**src/rtl/regfile_pkg.sv**
```systemverilog
// regfile_pkg
//   Shared definitions for the pipelined CPU register file and the hazard
//   unit that sits next to it.
//   - DEFAULT_WIDTH / DEFAULT_NREGS : default register width and register count
//   - MAX_NREGS                     : largest register count the popcount helper handles
//   - popcount()                    : number of set bits in a busy vector
package regfile_pkg;

    localparam int DEFAULT_WIDTH = 64;
    localparam int DEFAULT_NREGS = 32;
    localparam int MAX_NREGS     = 1024;

    // Callers zero-extend narrower busy vectors up to MAX_NREGS bits.
    function automatic logic [15:0] popcount(input logic [MAX_NREGS-1:0] vec);
        logic [15:0] n;
        n = '0;
        for (int i = 0; i < MAX_NREGS; i++) begin
            n = n + 16'(vec[i]);
        end
        return n;
    endfunction

endpackage

```
**src/rtl/regfile_scoreboard.sv**
```systemverilog
// regfile_scoreboard
//   Per-register busy vector that tracks in-flight producers, plus a
//   registered count of busy registers.
//   Ports:
//     clk, reset_n            clock, asynchronous active-low reset
//     IssueRegister/Valid     destination of the instruction issuing now (sets busy)
//     WriteRegister/RegWrite  writeback destination (clears busy)
//     busy                    current busy vector, one bit per register
//     BusyCount               popcount of busy, updated at each edge
module regfile_scoreboard
    import regfile_pkg::*;
#(
    parameter int NREGS    = DEFAULT_NREGS,
    parameter int ZERO_REG = NREGS - 1,
    parameter int AW       = $clog2(NREGS),
    parameter int CW       = $clog2(NREGS + 1)
) (
    input  logic             clk,
    input  logic             reset_n,
    input  logic [AW-1:0]    IssueRegister,
    input  logic             IssueValid,
    input  logic [AW-1:0]    WriteRegister,
    input  logic             RegWrite,
    output logic [NREGS-1:0] busy,
    output logic [CW-1:0]    BusyCount
);

    logic [NREGS-1:0]     busy_d;
    logic [NREGS-1:0]     busy_q;
    logic [CW-1:0]        count_d;
    logic [CW-1:0]        count_q;
    logic [MAX_NREGS-1:0] busyWide;

    // Next busy vector. An issue beats a write to the same register because
    // the issuing instruction is a newer producer than the one retiring.
    // The zero register never has a producer to wait for.
    always_comb begin
        busy_d = busy_q;
        for (int r = 0; r < NREGS; r++) begin
            if (r == ZERO_REG) begin
                busy_d[r] = 1'b0;
            end else if (IssueValid && IssueRegister == AW'(r)) begin
                busy_d[r] = 1'b1;
            end else if (RegWrite && WriteRegister == AW'(r)) begin
                busy_d[r] = 1'b0;
            end
        end
    end

    // Count is taken from the next vector so that after every edge the
    // registered count matches the registered vector exactly.
    always_comb begin
        busyWide            = '0;
        busyWide[NREGS-1:0] = busy_d;
        count_d             = CW'(popcount(busyWide));
    end

    // Busy vector and count state.
    always_ff @(posedge clk or negedge reset_n) begin
        if (!reset_n) begin
            busy_q  <= '0;
            count_q <= '0;
        end else begin
            busy_q  <= busy_d;
            count_q <= count_d;
        end
    end

    assign busy      = busy_q;
    assign BusyCount = count_q;

endmodule

```
**src/rtl/regfile_sb.sv**
```systemverilog
// regfile_sb
//   General-purpose register file with a write scoreboard for the pipelined CPU.
//   NREAD combinational read ports, one synchronous write port, a hardwired
//   zero register, optional write-to-read bypass and a busy vector for RAW
//   hazard stalls.
//   Ports:
//     clk, reset_n                 clock, asynchronous active-low reset
//     ReadRegister[NREAD]          read address per port
//     ReadData[NREAD]              read data per port (combinational)
//     ReadBusy[NREAD]              addressed register still has a pending producer
//     WriteRegister/Data, RegWrite writeback port; RegWrite also retires busy
//     IssueRegister, IssueValid    destination of the instruction issuing now
//     BusyCount                    number of busy registers (registered)
module regfile_sb
    import regfile_pkg::*;
#(
    parameter int WIDTH    = DEFAULT_WIDTH,
    parameter int NREGS    = DEFAULT_NREGS,
    parameter int NREAD    = 2,
    parameter int ZERO_REG = NREGS - 1,
    parameter int BYPASS   = 1,
    parameter int AW       = $clog2(NREGS),
    parameter int CW       = $clog2(NREGS + 1)
) (
    input  logic                       clk,
    input  logic                       reset_n,
    input  logic [NREAD-1:0][AW-1:0]   ReadRegister,
    output logic [NREAD-1:0][WIDTH-1:0] ReadData,
    output logic [NREAD-1:0]           ReadBusy,
    input  logic [AW-1:0]              WriteRegister,
    input  logic [WIDTH-1:0]           WriteData,
    input  logic                       RegWrite,
    input  logic [AW-1:0]              IssueRegister,
    input  logic                       IssueValid,
    output logic [CW-1:0]              BusyCount
);

    logic [WIDTH-1:0] regs_q [NREGS];
    logic [NREGS-1:0] busy;
    logic [NREAD-1:0] bypassHit;

    // Storage: one flop bank per architectural register except the zero
    // register, which is a constant.
    for (genvar r = 0; r < NREGS; r++) begin : g_reg
        if (r == ZERO_REG) begin : g_zero
            assign regs_q[r] = '0;
        end else begin : g_store
            always_ff @(posedge clk or negedge reset_n) begin
                if (!reset_n) begin
                    regs_q[r] <= '0;
                end else if (RegWrite && WriteRegister == AW'(r)) begin
                    regs_q[r] <= WriteData;
                end
            end
        end
    end

    regfile_scoreboard #(
        .NREGS    (NREGS),
        .ZERO_REG (ZERO_REG),
        .AW       (AW),
        .CW       (CW)
    ) u_scoreboard (
        .clk           (clk),
        .reset_n       (reset_n),
        .IssueRegister (IssueRegister),
        .IssueValid    (IssueValid),
        .WriteRegister (WriteRegister),
        .RegWrite      (RegWrite),
        .busy          (busy),
        .BusyCount     (BusyCount)
    );

    // Read ports. Forwarding is suppressed while reset is asserted because a
    // write in that cycle is lost and must not appear on the read side.
    // A forwarded read also hides the busy bit: the value is arriving now.
    always_comb begin
        bypassHit = '0;
        ReadData  = '0;
        ReadBusy  = '0;
        for (int k = 0; k < NREAD; k++) begin
            bypassHit[k] = (BYPASS != 0) && reset_n && RegWrite &&
                           (WriteRegister == ReadRegister[k]);
            if (ReadRegister[k] == AW'(ZERO_REG)) begin
                ReadData[k] = '0;
                ReadBusy[k] = 1'b0;
            end else begin
                ReadData[k] = bypassHit[k] ? WriteData : regs_q[ReadRegister[k]];
                ReadBusy[k] = busy[ReadRegister[k]] && !bypassHit[k];
            end
        end
    end

endmodule

```
**config.mk**
```make
export PLATFORM = sky130hd
export DESIGN_NAME = regfile_sb
export DESIGN_NICKNAME = d
export VERILOG_FILES = /design/src/rtl/regfile_pkg.sv /design/src/rtl/regfile_scoreboard.sv /design/src/rtl/regfile_sb.sv
export SDC_FILE = /design/constraint.sdc
export NUM_CORES = 2
export LEC_CHECK = 0
export CAP_MARGIN = 15
export CORE_UTILIZATION = 36
export CTS_BUF_LIST = sky130_fd_sc_hd__clkbuf_16
export DETAILED_ROUTE_END_ITERATION = 10
export GPL_ROUTABILITY_DRIVEN = 1
export HOLD_SLACK_MARGIN = 0.06
export SYNTH_ARGS = -nofsm -noshare
export SYNTH_HDL_FRONTEND = slang
export SYNTH_SLANG_ARGS = --single-unit
```
**constraint.sdc**
```tcl
create_clock -name clk -period 6.6 [get_ports clk]
set_input_delay 1.32 -clock clk [delete_from_list [all_inputs] [get_ports clk]]
set_output_delay 1.32 -clock clk [all_outputs]
set_load 0.01 [all_outputs]
```
==> impl_metrics.ini <==
[critical_path]
critPathMaxFanout = 12
critPathKind = primary input to primary output
cp.required_ns = 5.28
crit_path_top_delay_cell = or4_1
r2r_start = u_scoreboard.busy[0]
r2r_slack_ns = 1.56
r2r_cells = 15
cp-start-kind = primary input
cp.arrival_ns = 4.92
cp_cell_sequence = clkdlybuf4s50_1 > buf_12 > buf_4 > xor2_1 > or4_1 > nor3b_2 > buf_4 > buf_4 > nand2_1 > o41ai_1 > buf_4 > clkdlybuf4s50_1
critPathMaxStageDelay_ns = 0.65
r2r_end = u_scoreboard.BusyCount[4]
cp_common_cell = buf_4
cp-end-kind = primary output

[floorplanning]
core-area_um2 = 307000
die_h_um = 558
dieArea_um2 = 311000
io_pins = 224
rows = 203
initial_core_util = 0.363
die_w_um = 558

[yosys]
synth_fp_nets = 9329
synthDominantCellAreaShare = 0.454
ys_types = 69
ys_seq_elements = 2021
ys_seq_area_frac = 0.454
syn_area_um2 = 111000
synthTopCellsByArea = dfrtp_1 45%, mux2_2 17%, mux4_2 13%
synth_top_area_cell = dfrtp_1
synth_edf_count = 0
syn_inst = 9209
yosysWarnings = 0
synthArstFlopShare = 1.00
ys.flop_type = dfrtp_1
synth.avg_cell_area_um2 = 12.1

[routing]
vias = 82900
route.detailed.drc = 0
routed_wl_um = 414000
ant_nets = 0
first_pass_iters = 6
avgRoutedWirePerCell_um = 30.7
routed_via_density = 6.14
drt_iter0_drc = 9350

[grt]
grt_pass1_wl_um = 598000
grt_overflow_total = 0
antenna_found_initial = 35
grt_use_total = 0.262
grt_max_degree = 175
grt_pass1_vias = 84200

[place]
hpwl_um = 241000
routabilityCongestion = 0.854
post-place-ws_ns = -0.407
place_inst = 13100
port_buffers = 223
place_area_um2 = 119000

[layout]
nFillCells = 28500
final_common_cell = dfrtp_1
syn2layout_area_growth_pct = 13.5
fin_area_um2 = 126000
instances_no_fill = 13500
final_layout_size_suffix_gt1_frac = 0.342
nNetsFinal = 9350
final_cell_mix = 2021 x dfrtp_1, 1825 x nand2_1, 1660 x mux2_2

[status]
status = completed

[power_and_ir_drop]
pwr_density_cell_nw_per_um2 = 311
p_total_mw = 39.3
max-vdd-ir-drop_v = 0.000911
leakage_nw = 56.9

[sta]
setup_viol = 0
slew_viol_final = 0
tns_ns = 0
fin_crit_ns = 6.24
fin_crit_sh = 0.946
skew_ns = 0.0166
rsz0062_at_grt = no
slew_headroom = 0.158
fin_ws_ns = 0.356
hold_violations = 0
fmax_mhz = 160
tightest_slew_ns = 1.25

[clock_tree]
cts_root_buffer = clkbuf_16
ctsResizeCount = 0
postCtsSetupRepairBufs = 0
clkSinkCount = 2021
htreeDepth = 4
clk_latency_ns = 0.90
cts-hold-fix-buffers = 0
clk_pin_slew_ns = 0.07
cts_tree = yes
cts_made_buffers = 220
clockBufferDepth = 4

[hold_path]
hold_path_class = primary input to asynchronous set/reset pin

[flow_run]
cap_violations = 0
==> layout make-up <==
| type | count | area, um^2 | area share |
|---|---|---|---|
| inverters | 48 | 180 | 0.00143 |
| clock buffers | 223 | 5580 | 0.0442 |
| flip-flops and latches | 2021 | 50600 | 0.401 |
| diodes | 10 | 25.0 | 0.000198 |
| well taps | 4100 | 5130 | 0.0406 |
| multi-input cells | 6212 | 56300 | 0.446 |
| repair buffers | 727 | 7440 | 0.0589 |
| clock inverters | 164 | 1070 | 0.00849 |
==> worst max path at each step <==
stage	from	endpoint	slack (ns)	cells after the start
floorplan	WriteRegister[4]	u_scoreboard.BusyCount[4]	-0.04	21
global placement	WriteRegister[0]	u_scoreboard.BusyCount[4]	-0.44	21
detailed placement	RegWrite	u_scoreboard.BusyCount[4]	-0.41	20
CTS	WriteRegister[1]	ReadData[7]	0.43	12
global route	RegWrite	u_scoreboard.BusyCount[4]	0.28	20
finish	WriteRegister[1]	ReadData[16]	0.36	12
==> cell families (layout without fill, tap and decap cells) <==
kind of cell	count (synthesis)	in the layout	share of synthesized area
AOI/OAI and AO/OA	960	960	0.0607
xor gates and xnor gates	13	13	0.00102
adders and majority gates	32	32	0.00515
buffers and inverters	976	1162	0.0436
DFF	2021	2021	0.454
muxes	2919	2919	0.355
other	0	10	0
and+or+nand+nor	2288	2288	0.0800
==> worst max-delay path, delay by kind of cell <==
family	cells	cell delay [ns]
buffers and inverters	7	2.23
AO/OA/AOI/OAI	1	0.14
XOR/XNOR	1	0.15
AND/OR/NAND/NOR	3	1.06
==> flip-flops by register name, indices dropped and copies added, names as in the netlist <==
signal / count
regs_q: 1984
u_scoreboard.busy: 31
u_scoreboard.BusyCount: 6
==> where the power goes <==
part	internal, mW	leakage, nW	switching, mW	total (mW)
combinational	5.93	27.5	4.80	10.7
sequential	14.9	25.9	1.82	16.7
clock	6.57	3.49	5.33	11.9
==> metal layers <==
layer	vias to the layer above	global-route usage	share of wire
li1	33500	-	-
met1	43700	0.347	0.40
met2	4565	0.402	0.45
met3	1086	0.0651	0.10
met4	34	0.121	0.049
met5	-	0	0.00050
==> cell usage after synthesis (4+ instances only) <==
cell type	count
nor2b_1	19
a2111oi_2	9
buf_6	38
a311oi_1	98
o31ai_1	31
buf_2	285
o22ai_1	235
dfrtp_1	2021
o41ai_1	91
mux4_2	652
mux2_2	1660
a211oi_1	30
fa_1	23
nand4_1	6
nor3_2	5
a31oi_1	16
a21oi_1	225
or2_1	4
a2bb2oi_1	96
o211ai_1	13
a22o_1	14
o2bb2ai_1	4
mux2i_1	567
ha_1	9
a22oi_1	7
a2111oi_1	8
nand2_1	1847
nand3_1	6
xor2_1	5
a2111oi_0	15
xnor2_1	8
inv_1	47
and2_1	5
buf_4	141
o21ai_0	47
mux2_1	40
or2_2	15
buf_1	26
nand2b_1	14
nor2_4	6
clkbuf_1	435
nor2_1	339
o41ai_2	5
nor3_1	5
==> stage by stage <==
stage,hold slack [ns],util
2_1_floorplan,0.457,-
3_3_place_gp,0.469,0.389
3_5_place_dp,0.479,0.389
4_1_cts,0.249,0.410
5_1_grt,0.288,0.412
6_report,0.276,0.412
Note: power is estimated with default switching activity, not from simulation.
